===== config.mk =====
export PLATFORM = sky130hd
export DESIGN_NAME = data_cache
export DESIGN_NICKNAME = d
export VERILOG_FILES = /design/src/rtl/cache_pkg.sv /design/src/rtl/cache_line_array.sv /design/src/rtl/data_cache.sv
export SDC_FILE = /design/constraint.sdc
export NUM_CORES = 1
export LEC_CHECK = 0
export CORE_MARGIN = 5
export CORE_UTILIZATION = 53
export DETAILED_ROUTE_END_ITERATION = 7
export PLACE_DENSITY = 0.78
export RECOVER_POWER = 100
export SYNTH_ARGS = -nofsm -noshare
export SYNTH_HDL_FRONTEND = slang
export SYNTH_SLANG_ARGS = --single-unit

===== constraint.sdc =====
create_clock -name clock -period 4.6 [get_ports clock]
set_input_delay 0.92 -clock clock [delete_from_list [all_inputs] [get_ports clock]]
set_output_delay 0.92 -clock clock [all_outputs]
set_load 0.03 [all_outputs]

===== src/rtl/cache_pkg.sv =====
// Shared state encoding and geometry helpers for the direct-mapped data cache.
package cache_pkg;

   typedef enum logic [1:0] {
      IDLE,
      FETCH,
      WRITE
   } cache_state_t;

   function automatic int idx_w(input int nlines);
      return (nlines > 1) ? $clog2(nlines) : 1;
   endfunction

   function automatic int tag_w(input int nbits, input int nlines);
      return nbits - idx_w(nlines);
   endfunction

endpackage


===== src/rtl/cache_line_array.sv =====
// Valid/tag/data storage for the data cache: async read, one write port,
// valid bits cleared by reset while tag and data are left untouched.
module cache_line_array
   import cache_pkg::*;
#(
   parameter int NBITS  = 8,
   parameter int NLINES = 4,
   localparam int IDXW  = idx_w(NLINES),
   localparam int TAGW  = tag_w(NBITS, NLINES)
) (
   input  logic             clock,
   input  logic             reset,
   input  logic [IDXW-1:0]  rd_idx_i,
   output logic             rd_valid_o,
   output logic [TAGW-1:0]  rd_tag_o,
   output logic [NBITS-1:0] rd_data_o,
   input  logic             we_i,
   input  logic [IDXW-1:0]  wr_idx_i,
   input  logic [TAGW-1:0]  wr_tag_i,
   input  logic [NBITS-1:0] wr_data_i
);

   logic [NLINES-1:0] valid_q;
   logic [TAGW-1:0]   tag_q  [NLINES];
   logic [NBITS-1:0]  data_q [NLINES];

   always_ff @(posedge clock or negedge reset) begin
      if (!reset) begin
         valid_q <= '0;
      end else if (we_i) begin
         valid_q[wr_idx_i] <= 1'b1;
      end
   end

   always_ff @(posedge clock) begin
      if (we_i) begin
         tag_q[wr_idx_i]  <= wr_tag_i;
         data_q[wr_idx_i] <= wr_data_i;
      end
   end

   assign rd_valid_o = valid_q[rd_idx_i];
   assign rd_tag_o   = tag_q[rd_idx_i];
   assign rd_data_o  = data_q[rd_idx_i];

endmodule


===== src/rtl/data_cache.sv =====
// Direct-mapped, write-through, no-write-allocate data cache with a
// req/ack backing-memory port and a combinational busy stall.
module data_cache
   import cache_pkg::*;
#(
   parameter int NBITS  = 8,
   parameter int NLINES = 4
) (
   input  logic             clock,
   input  logic             reset,
   input  logic [NBITS-1:0] addr,
   input  logic [NBITS-1:0] wdata,
   input  logic             MemRead,
   input  logic             MemWrite,
   output logic [NBITS-1:0] rdata,
   output logic             busy,
   output logic [NBITS-1:0] mem_addr,
   output logic [NBITS-1:0] mem_wdata,
   output logic             mem_req,
   output logic             mem_we,
   input  logic [NBITS-1:0] mem_rdata,
   input  logic             mem_ack
);

   localparam int IDXW = idx_w(NLINES);
   localparam int TAGW = tag_w(NBITS, NLINES);

   cache_state_t     state_q;
   logic [NBITS-1:0] addr_q;
   logic [NBITS-1:0] wdata_q;
   logic             one_shot_q;

   logic [NBITS-1:0] lk_addr;
   logic             lk_valid;
   logic [TAGW-1:0]  lk_tag;
   logic [NBITS-1:0] lk_data;
   logic             hit;
   logic             wr_go;
   logic             rd_miss;
   logic             line_we;
   logic [NBITS-1:0] fill_data;

   // In IDLE look up the live address; while busy, the latched one.
   assign lk_addr   = (state_q == IDLE) ? addr : addr_q;
   assign hit       = lk_valid && (lk_tag == lk_addr[NBITS-1:IDXW]);
   assign wr_go     = MemWrite && !one_shot_q;
   assign rd_miss   = !MemWrite && MemRead && !hit;
   assign line_we   = mem_ack
                    && ((state_q == FETCH) || ((state_q == WRITE) && hit));
   assign fill_data = (state_q == WRITE) ? wdata_q : mem_rdata;

   cache_line_array #(
      .NBITS  (NBITS),
      .NLINES (NLINES)
   ) u_lines (
      .clock      (clock),
      .reset      (reset),
      .rd_idx_i   (lk_addr[IDXW-1:0]),
      .rd_valid_o (lk_valid),
      .rd_tag_o   (lk_tag),
      .rd_data_o  (lk_data),
      .we_i       (line_we),
      .wr_idx_i   (addr_q[IDXW-1:0]),
      .wr_tag_i   (addr_q[NBITS-1:IDXW]),
      .wr_data_i  (fill_data)
   );

   always_ff @(posedge clock or negedge reset) begin
      if (!reset) begin
         state_q    <= IDLE;
         addr_q     <= '0;
         wdata_q    <= '0;
         one_shot_q <= 1'b0;
      end else begin
         one_shot_q <= 1'b0;
         unique case (state_q)
            IDLE: begin
               if (wr_go) begin
                  addr_q  <= addr;
                  wdata_q <= wdata;
                  state_q <= WRITE;
               end else if (rd_miss) begin
                  addr_q  <= addr;
                  state_q <= FETCH;
               end
            end
            FETCH: begin
               if (mem_ack) state_q <= IDLE;
            end
            WRITE: begin
               if (mem_ack) begin
                  state_q    <= IDLE;
                  one_shot_q <= 1'b1;
               end
            end
            default: state_q <= IDLE;
         endcase
      end
   end

   // A store held over into the one-shot cycle still stalls but is not reissued.
   always_comb begin
      busy  = 1'b0;
      rdata = '0;
      if (reset) begin
         busy = (state_q != IDLE) || MemWrite || rd_miss;
         if ((state_q == IDLE) && !MemWrite && MemRead && hit) begin
            rdata = lk_data;
         end
      end
   end

   assign mem_req   = reset && (state_q != IDLE);
   assign mem_we    = reset && (state_q == WRITE);
   assign mem_addr  = addr_q;
   assign mem_wdata = wdata_q;

endmodule


==> flow_metrics.py, run 1 <==
metrics = {
    "global_routing": {
        "gr-usage-met3_pct": 3.61,
        "antenna_found_initial": 0,
        "grt_busiest_layer": "met2",
        "use_met1_pct": 23.7,
        "grt_max_degree": 22,
        "grt_use_total_pct": 18.4,
        "grt_pass1_vias": 2282,
        "gr-total-overflow": 0,
        "gr-usage-met2_pct": 30.7,
        "grt_first_pass_wirelength_um": 11700,
    },
    "place": {
        "gp_congestion": 0.896,
        "place_ws_ns": 0.155,
        "hpwl_um": 5120,
        "port_buffers": 55,
    },
    "clock_tree": {
        "clkLatencyLatePin_ns": 0.36,
        "numCtsBuffers": 9,
        "post_cts_buffers": 0,
        "h-tree-depth": 3,
        "cts-root-buf": "clkbuf_8",
        "clock-sinks": 79,
        "cts.clk_slew.worst_paths_ns": 0.08,
        "cts_buffer_depth": 2,
        "cts_tree": "built",
    },
    "route": {
        "vias_per_cell": 5.58,
        "drtIter0Drc": 71,
        "routedWlPerCell_um": 18.6,
        "drt_first_pass_iters": 4,
        "num_vias": 2125,
        "drc": 0,
        "final_antenna_net_count": 0,
        "wl_um": 7100,
    },
    "timing": {
        "tns_ns": 0,
        "setup_ws_ns": 0.138,
        "grt_setup_unrepaired": "false",
        "final.setup_skew_ns": 0.0125,
        "holdWs_ns": 0.473,
        "worst_slew_pin_slew_ns": 1.32,
        "period_needed_ns": 4.46,
        "setup_viol": 0,
        "final_hold_viol_count": 0,
        "period_share_pct": 97.0,
        "slew_viol_final": 0,
        "fmax_mhz": 224,
        "max_slew_margin_pct": 12.2,
    },
    "logic_synthesis": {
        "seq_area_frac_synth_pct": 63.1,
        "synthTopCellsByArea": "edfxtp_1 (47%), dfrtp_1 (16%), mux2_2 (6.0%)",
        "synth_cell_types": 44,
        "synth_edf_count": 56,
        "synth_top_cell_by_area": "edfxtp_1",
        "synth_commonest_cells": "edfxtp_1 (56), dfrtp_1 (23), mux2_2 (19)",
        "synthArstFlopShare_pct": 29.1,
        "synthCells": 223,
        "ys_warn_count": 0,
        "synth_most_common_cell": "edfxtp_1",
        "synthFlopType": "edfxtp_1",
        "syn_nets": 255,
        "ys_ff_latch": 79,
        "synth_top_area_share_pct": 47.0,
        "syn_area_per_cell_um2": 16.0,
        "syn-cell-area_mm2": 0.00358,
    },
    "critical_path": {
        "startpoint_type": "input pin",
        "crit_path_end_kind": "output pin",
        "cp_slowest_cell": "clkdlybuf4s50_1",
        "cp.required_ns": 3.68,
        "crit_type": "input pin to output pin",
        "cpPeakStageDelay_ns": 0.47,
        "crit_path_cell_trace": "clkdlybuf4s50_1 -> mux2i_2 -> buf_12 -> mux2i_1 -> o311ai_1 -> nor4b_1 -> o2111ai_1 -> nor3_2 -> buf_4 -> and2_1 -> clkbuf_4",
        "cp_top_family": "buffers and inverters",
        "crit_arrival_ns": 3.54,
        "crit_buf_inv": 4,
        "cp_max_fo": 21,
        "worst-r2r-setup-slack_ns": 0.56,
    },
    "final_layout": {
        "postLayoutCoreUtil_pct": 66.5,
        "nets": 328,
        "n_antenna_cell": 0,
        "syn_to_final_growth_pct": 24.2,
        "layout-drive-gt1-share_pct": 20.6,
    },
    "run_status": {
        "outcome": "finished, final reports clean",
    },
    "power": {
        "p_clk_share_pct": 18.9,
        "ir_worst_vdd_mv": 0.397,
        "power.switching_uw": 1040,
        "total_power_uw": 2820,
        "p_int_uw": 1790,
        "leakage_uw": 0.00165,
        "p_sw_share_pct": 36.7,
        "pwr-share-comb_pct": 42.5,
        "pwr_density_cell_mw_per_mm2": 636,
        "seqPwrFrac_pct": 38.6,
    },
    "run": {
        "max_cap_viol_count": 0,
    },
    "floorplan": {
        "design.core.area_mm2": 0.00668,
        "die_area_mm2": 0.00850,
        "ioPinCount": 56,
        "floorplan.initialDensity_pct": 53.6,
        "rows": 30,
        "die_y_um": 92.2,
        "die-width_um": 92.2,
    },
    "min_path": {
        "hp-class": "flip-flop to flip-flop",
    },
}
==> through the flow <==
step                      instance area [µm²]  cells
after floorplan                          3580    223
after global placement                   4270    365
after detailed placement                 4270    365
after CTS                                4480    381
after global routing                     4440    381
final                                    4440    381
==> state kept, by name, summed over array words and instances, names as in the netlist <==
register / count
mem_addr: 8
mem_wdata: 8
one_shot_q: 1
state_q: 2
u_lines.data_q: 32
u_lines.tag_q: 24
u_lines.valid_q: 4
==> cell type report <==
cell class                 count  area [µm²]
clock buffer                   9         124
clock inverter                 7        85.1
fill                         489        2240
inverter                       4        15.0
multi-input combinational    133        1250
sequential                    79        2260
tap                           80         100
timing repair buffer          69         608
==> worst paths after layout <==
check,from,endpoint,cells after the start
hold / removal,u_lines.valid_q[0],u_lines.valid_q[0],2
hold reg to reg,u_lines.valid_q[0],u_lines.valid_q[0],2
min in group asynchronous,reset,u_lines.valid_q[3],1
max in group asynchronous,reset,mem_wdata[5],2
setup / recovery,addr[1],rdata[2],11
setup reg to reg,state_q[1],u_lines.data_q[0][5],11
==> kinds of logic after synthesis <==
family          count (synthesis)  share of synthesized area (%)
fa+ha+maj                       3                           1.05
xor+xnor                        9                           2.20
flops                          79                           63.1
buf+inv                        11                           2.03
simple gates                   45                           7.10
mux                            53                           19.6
compound gates                 23                           4.93
==> cell usage in the layout, fill, tap and decap left out, types with 8 or more instances in the layout <==
cell type and n:
buf_4 10, clkbuf_1 10, clkbuf_8 9, clkdlybuf4s50_1 27, dfrtp_1 23, dlygate4sd3_1 19
edfxtp_1 56, mux2_1 9, mux2_2 10, mux2_4 8, mux2i_1 16, mux4_2 8
nor2_1 8, xor2_1 8
==> worst reg2reg max path, delay by kind of cell, from the launching register on <==
kind                     cells  cell delay [ns]
adder cells (fa/ha/maj)      1             0.40
AND/OR/NAND/NOR              2             0.50
AO/OA/AOI/OAI                3             0.66
flip-flops                   1             0.42
buffers and inverters        3             1.05
multiplexers                 2             0.63
==> routing by layer <==
metal	vias to the layer above	wire length (µm)
met5	-	0
met3	9	293
met2	54	3570
met1	1057	3140
li1	1005	-
met4	0	101
==> power groups by stage <==
stage / clock network (µW) / registers (µW) / logic, µW
after floorplan: 0 / 1210 / 754
after global placement: 0 / 1100 / 1230
after detailed placement: 0 / 1110 / 1250
after CTS: 541 / 1090 / 1260
after global routing: 579 / 1110 / 1290
final: 533 / 1090 / 1200
==> repair_timing <==
action                     CTS  global route
gates resized for setup      0             2
setup endpoints to repair    0             8
hold buffers                 0             0
(Power assumes the default switching activity.)
==> run 2, diff against run 1 <==
--- a/config.mk
+++ b/config.mk
@@ -13,3 +13,4 @@
 export SYNTH_ARGS = -nofsm -noshare
 export SYNTH_HDL_FRONTEND = slang
 export SYNTH_SLANG_ARGS = --single-unit
+export TNS_END_PERCENT = 100
==> results of run 2 <==
No change in the layout: final DEF, timing and power equal those of run 1.
==> patch 1: new RTL, flow settings as in run 2 <==
Re-encode `cache_state_t` (3 states) as one-hot, 3 bits wide.
--- a/src/rtl/cache_pkg.sv
+++ b/src/rtl/cache_pkg.sv
@@ -1,10 +1,10 @@
 // Shared state encoding and geometry helpers for the direct-mapped data cache.
 package cache_pkg;
 
-   typedef enum logic [1:0] {
-      IDLE,
-      FETCH,
-      WRITE
+   typedef enum logic [2:0] {
+      IDLE  = 3'b001,
+      FETCH = 3'b010,
+      WRITE = 3'b100
    } cache_state_t;
 
    function automatic int idx_w(input int nlines);
Function: no difference found for any inputs over 4 cycles, from zero or initial values and one cycle with reset low; so few cycles prove little.
==> patch 1 against run 2 <==
  * Die area increased by 9.3%
  * Critical path depth is the same
  * Synthesized cell count grew 40%
  * Synthesized area is 10% higher
  * Sequential cell count grew 1
  * Total power rose by 7.3%
  * Hold slack improved by 0.024 ns
  * Largest power group unchanged
  * First-iteration DRC count rose to 3.4 times the old value
  * Final area grew 10%
  * Global-route usage rose by 3.5 points
  * Routed wire length rose by 35%
  * Worst setup slack improved by 0.0051 ns
==> patch 1: results <==
metrics = {
    "outcome": {
        "status": "complete, no violations",
    },
    "place": {
        "place_congestion": 0.887,
        "place_area_um2": 4700,
        "portBuffers": 55,
        "dp.cells": 469,
    },
    "setup_path": {
        "r2r_start": "state_q[0]",
        "crit_fanout": 16,
        "ff2ff_setup_slack_ns": 0.84,
        "r2r_end": "u_lines.data_q[3][6]",
        "worstRegToRegCells": 9,
    },
    "sta": {
        "skew_ns": 0.0118,
    },
    "min_path": {
        "worstHoldEndpoint": "u_lines.valid_q[1]",
        "hold_start": "u_lines.valid_q[1]",
    },
    "routing": {
        "wirelength_um": 9620,
        "drt-initial-drc-count": 239,
        "dr.pass1.iters": 5,
        "routed_via_density": 5.98,
    },
    "yosys": {
        "synthTopCellsByCount": "edfxtp_1, nand2_1, dfrtp_1",
        "synth_area_leaders": "edfxtp_1, dfrtp_1, mux4_2",
        "synthesis.nets": 342,
        "postSynthAreaPerCell_um2": 12.6,
        "yosysSeqAreaShare": 0.578,
        "synth_cell_types": 51,
        "synth-async-reset-ratio": 0.300,
    },
    "grt": {
        "grt_pass1_wl_um": 14800,
        "track_usage": 0.219,
        "grt_pass1_vias": 2832,
        "grt_max_degree": 20,
    },
    "power_and_ir_drop": {
        "peakVddDrop_mv": 0.411,
        "power.leakage_nw": 1.85,
        "power.total_mw": 3.03,
    },
    "cells_and_area": {
        "drive_above_1_share": 0.181,
    },
    "clock_tree": {
        "clkLatencyLatePin_ns": 0.35,
    },
}
-- patch 1: layout make-up --
class                   instances  area (µm²)
inverters                       3        11.3
multi-input cells             210        1590
repair buffers                 77         702
well taps                      99         124
clock inverters                 7        56.3
clock buffers                   9         124
fillers                       541        2360
flip-flops and latches         80        2280
-- patch 1: power breakdown --
part	switching (mW)	internal, mW
sequential	0.159	0.927
clock	0.263	0.201
combinational	0.846	0.634
-- patch 1: per-stage QoR --
stage | TNS (ns) | setup slack [ns] | hold slack, ns
after CTS | 0 | 0.0410 | 0.499
after floorplan | 0 | 0.466 | 0.447
after global routing | -0.0188 | -0.00768 | 0.523
after detailed placement | 0 | 0.0595 | 0.479
after global placement | 0 | 0.143 | 0.475
final | 0 | 0.143 | 0.497
-- patch 1: worst max path at each step --
stage	endpoint	slack (ns)	from
6_report	rdata[5]	0.14	addr[1]
5_1_grt	rdata[7]	-0.008	addr[0]
4_1_cts	rdata[4]	0.04	addr[1]
3_5_place_dp	rdata[4]	0.06	addr[1]
3_3_place_gp	rdata[7]	0.14	addr[0]
2_1_floorplan	busy	0.47	addr[1]
-- patch 1: metal layers --
layer | vias up | track usage | part of all wire
met5 | - | 0 | 0
met4 | 0 | 0.0911 | 0.016
met3 | 12 | 0.0360 | 0.075
met2 | 117 | 0.361 | 0.51
met1 | 1432 | 0.288 | 0.40
li1 | 1338 | - | -
-- patch 1: cells by family (layout without fill, tap and decap cells) --
logic type | after synthesis | in the layout | share of synthesized area
mux | 35 | 35 | 0.123
buf+inv | 23 | 96 | 0.0266
compound gates | 65 | 65 | 0.122
flops | 80 | 80 | 0.578
simple gates | 105 | 105 | 0.140
xor+xnor | 5 | 5 | 0.0111
-- patch 1: what timing repair did --
action                     CTS  global route
hold buffers                 0             0
gates resized for setup      0             5
setup endpoints to repair    0             9
hold endpoints to repair     0             0
-- patch 1: worst max-delay path, stage by stage --
cell             delay (ns)
clkdlybuf4s50_1        0.47
and4bb_2               0.30
a21o_2                 0.20
buf_6                  0.17
a2111oi_0              0.11
a2111oi_0              0.42
o2111ai_1              0.20
nor2_1                 0.16
buf_6                  0.19
and4_1                 0.21
buf_4                  0.17
==> patch 2: new RTL, config.mk and constraints of run 2 <==
Without the edit above. `NBITS` is set to 8 in 2 places; all go to 10.
--- a/src/rtl/cache_line_array.sv
+++ b/src/rtl/cache_line_array.sv
@@ -3,7 +3,7 @@
 module cache_line_array
    import cache_pkg::*;
 #(
-   parameter int NBITS  = 8,
+   parameter int NBITS  = 10,
    parameter int NLINES = 4,
    localparam int IDXW  = idx_w(NLINES),
    localparam int TAGW  = tag_w(NBITS, NLINES)
--- a/src/rtl/data_cache.sv
+++ b/src/rtl/data_cache.sv
@@ -3,7 +3,7 @@
 module data_cache
    import cache_pkg::*;
 #(
-   parameter int NBITS  = 8,
+   parameter int NBITS  = 10,
    parameter int NLINES = 4
 ) (
    input  logic             clock,
Interface: changed (6 resized); port bits go from 56 to 68. The function was not compared with the original's and may differ.
==> patch 2 against run 2 <==
  * Total power is 26% higher
  * Via count is 36% higher
  * Routed wire length is 43% higher
  * Final area is 28% higher
  * Sequential cell count is 20 higher
  * Maximum frequency is 0.85% higher
  * Synthesized area is 27% higher
  * Worst setup slack better by 0.038 ns
  * Synthesized cell count is 34% higher
  * Clock power is 2% higher
  * First-iteration DRC count grew to 2.8 times the old value
  * Hold slack better by 0.037 ns
==> patch 2: results <==
metrics = {
    "yosys": {
        "synth-async-reset-ratio": 0.273,
        "synthesis.nets": 336,
        "yosysSeqAreaShare": 0.622,
        "synth_cell_types": 45,
        "synth_xor_area_frac": 0.0154,
        "synthAdderAreaFrac": 0.00823,
        "synthTopCellsByCount": "edfxtp_1, dfrtp_1, inv_1",
        "synth_area_leaders": "edfxtp_1, dfrtp_1, mux2_2",
        "synth_compound_area_frac": 0.0968,
        "muxShareOfSynthArea": 0.163,
        "yosysWarnings": 0,
        "synth_edf_count": 72,
    },
    "place": {
        "dpl.hpwl_um": 7250,
        "portBuffers": 67,
        "place_congestion": 0.823,
        "pre_cts_ws_ns": -0.105,
    },
    "setup_path": {
        "crit_arrival_ns": 3.50,
        "worstRegToRegCells": 12,
        "crit_fanout": 6,
    },
    "min_path": {
        "holdPathStages": 1,
        "min_path_type": "register to register",
    },
    "clock_tree": {
        "cts_root_buf": "clkbuf_8",
        "clkLatencyLatePin_ns": 0.36,
        "htreeDepth": 3,
        "cts_buffers": 9,
        "clk_pin_slew_ns": 0.09,
        "clock_path_buffers": 2,
    },
    "routing": {
        "wl_per_cell_um": 20.0,
        "dr.pass1.iters": 4,
        "routed_via_density": 5.67,
        "drt-initial-drc-count": 199,
    },
    "sta": {
        "skew_ns": 0.0140,
        "worst_pin_slew_ns": 0.868,
    },
    "grt": {
        "track_usage": 0.205,
        "antenna_found_initial": 0,
        "grt_max_degree": 29,
        "grt_pass1_wl_um": 16000,
        "grt_pass1_vias": 3081,
    },
    "power_and_ir_drop": {
        "peakVddDrop_mv": 0.435,
        "power.leakage_nw": 2.17,
    },
    "cells_and_area": {
        "fin_nets": 438,
        "reg.largest.list": "u_lines.data_q x40, u_lines.tag_q x32",
        "antenna_cells": 0,
        "num-fill-cells": 571,
        "drive_above_1_share": 0.207,
    },
    "outcome": {
        "status": "complete, no violations",
    },
}
patch 2: cell count changes after synthesis, sizes merged, moves of 4 or more:
cell / delta
a21oi: -4
dfrtp: +4
edfxtp: +16
inv: +22
mux2: -5
mux2i: +5
o211ai: +7
o21ai: +4
o21bai: +5
o221ai: +11
xor2: -4
patch 2: through the flow:
step	TNS (ns)	instance area, µm²	instances
2_1_floorplan	0	4560	298
3_3_place_gp	-0.0286	5540	491
3_5_place_dp	-0.135	5540	491
4_1_cts	0	5770	509
5_1_grt	0	5710	510
6_report	0	5710	510
patch 2: cell type report:
| type | count | area [µm²] | share of cell area |
|---|---|---|---|
| Tap cell | 105 | 131 | 0.0230 |
| Sequential cell | 99 | 2840 | 0.497 |
| Inverter | 26 | 97.6 | 0.0171 |
| Multi-Input combinational cell | 162 | 1570 | 0.275 |
| Clock inverter | 5 | 63.8 | 0.0112 |
| Clock buffer | 11 | 131 | 0.0230 |
| Timing Repair Buffer | 102 | 880 | 0.154 |
patch 2: critical path, stage by stage, from the launching register on:
cell and delay, ns:
dfrtp_1 0.41, inv_1 0.14, ha_4 0.21, mux2i_4 0.37
buf_6 0.17, mux2i_1 0.20, mux2i_1 0.10, xnor2_1 0.15
or3_4 0.40, buf_4 0.16, nor4_4 0.32, buf_4 0.20
and2_0 0.15, buf_4 0.17
patch 2: what timing repair did:
action	in CTS	in global routing
buffers inserted	2	1
resized for setup	6	9
pin swaps	1	3
setup endpoints to repair	6	11
patch 2: cells by family (layout without fill, tap and decap cells):
group / count (synthesis) / after routing
adder cells (fa/ha/maj): 3 / 3
flip-flops: 99 / 99
AND/OR/NAND/NOR: 48 / 48
multiplexers: 56 / 56
AO/OA/AOI/OAI: 47 / 47
XOR/XNOR: 8 / 8
buffers and inverters: 37 / 144
patch 2: where the power goes:
part / total [mW] / switching (mW) / internal, mW
combinational: 1.67 / 0.918 / 0.757
sequential: 1.33 / 0.136 / 1.20
clock: 0.542 / 0.287 / 0.255
total: 3.55 / 1.34 / 2.21
patch 2: worst paths after layout:
kind / endpoint / start / slack [ns]
max: rdata[3] / state_q[1] / 0.18
min: u_lines.valid_q[0] / u_lines.valid_q[0] / 0.51
max reg2reg: u_lines.tag_q[0][5] / state_q[1] / 0.52
min reg2reg: u_lines.valid_q[0] / u_lines.valid_q[0] / 0.51
max in group asynchronous: mem_addr[2] / reset / 2.68
min in group asynchronous: mem_wdata[0] / reset / 1.02
patch 2: layer usage:
layer,vias up,global-route usage,part of all wire
li1,1341,-,-
met1,1441,0.294,0.45
met2,92,0.323,0.48
met3,17,0.0291,0.054
met4,0,0.0757,0.022
met5,-,0,0
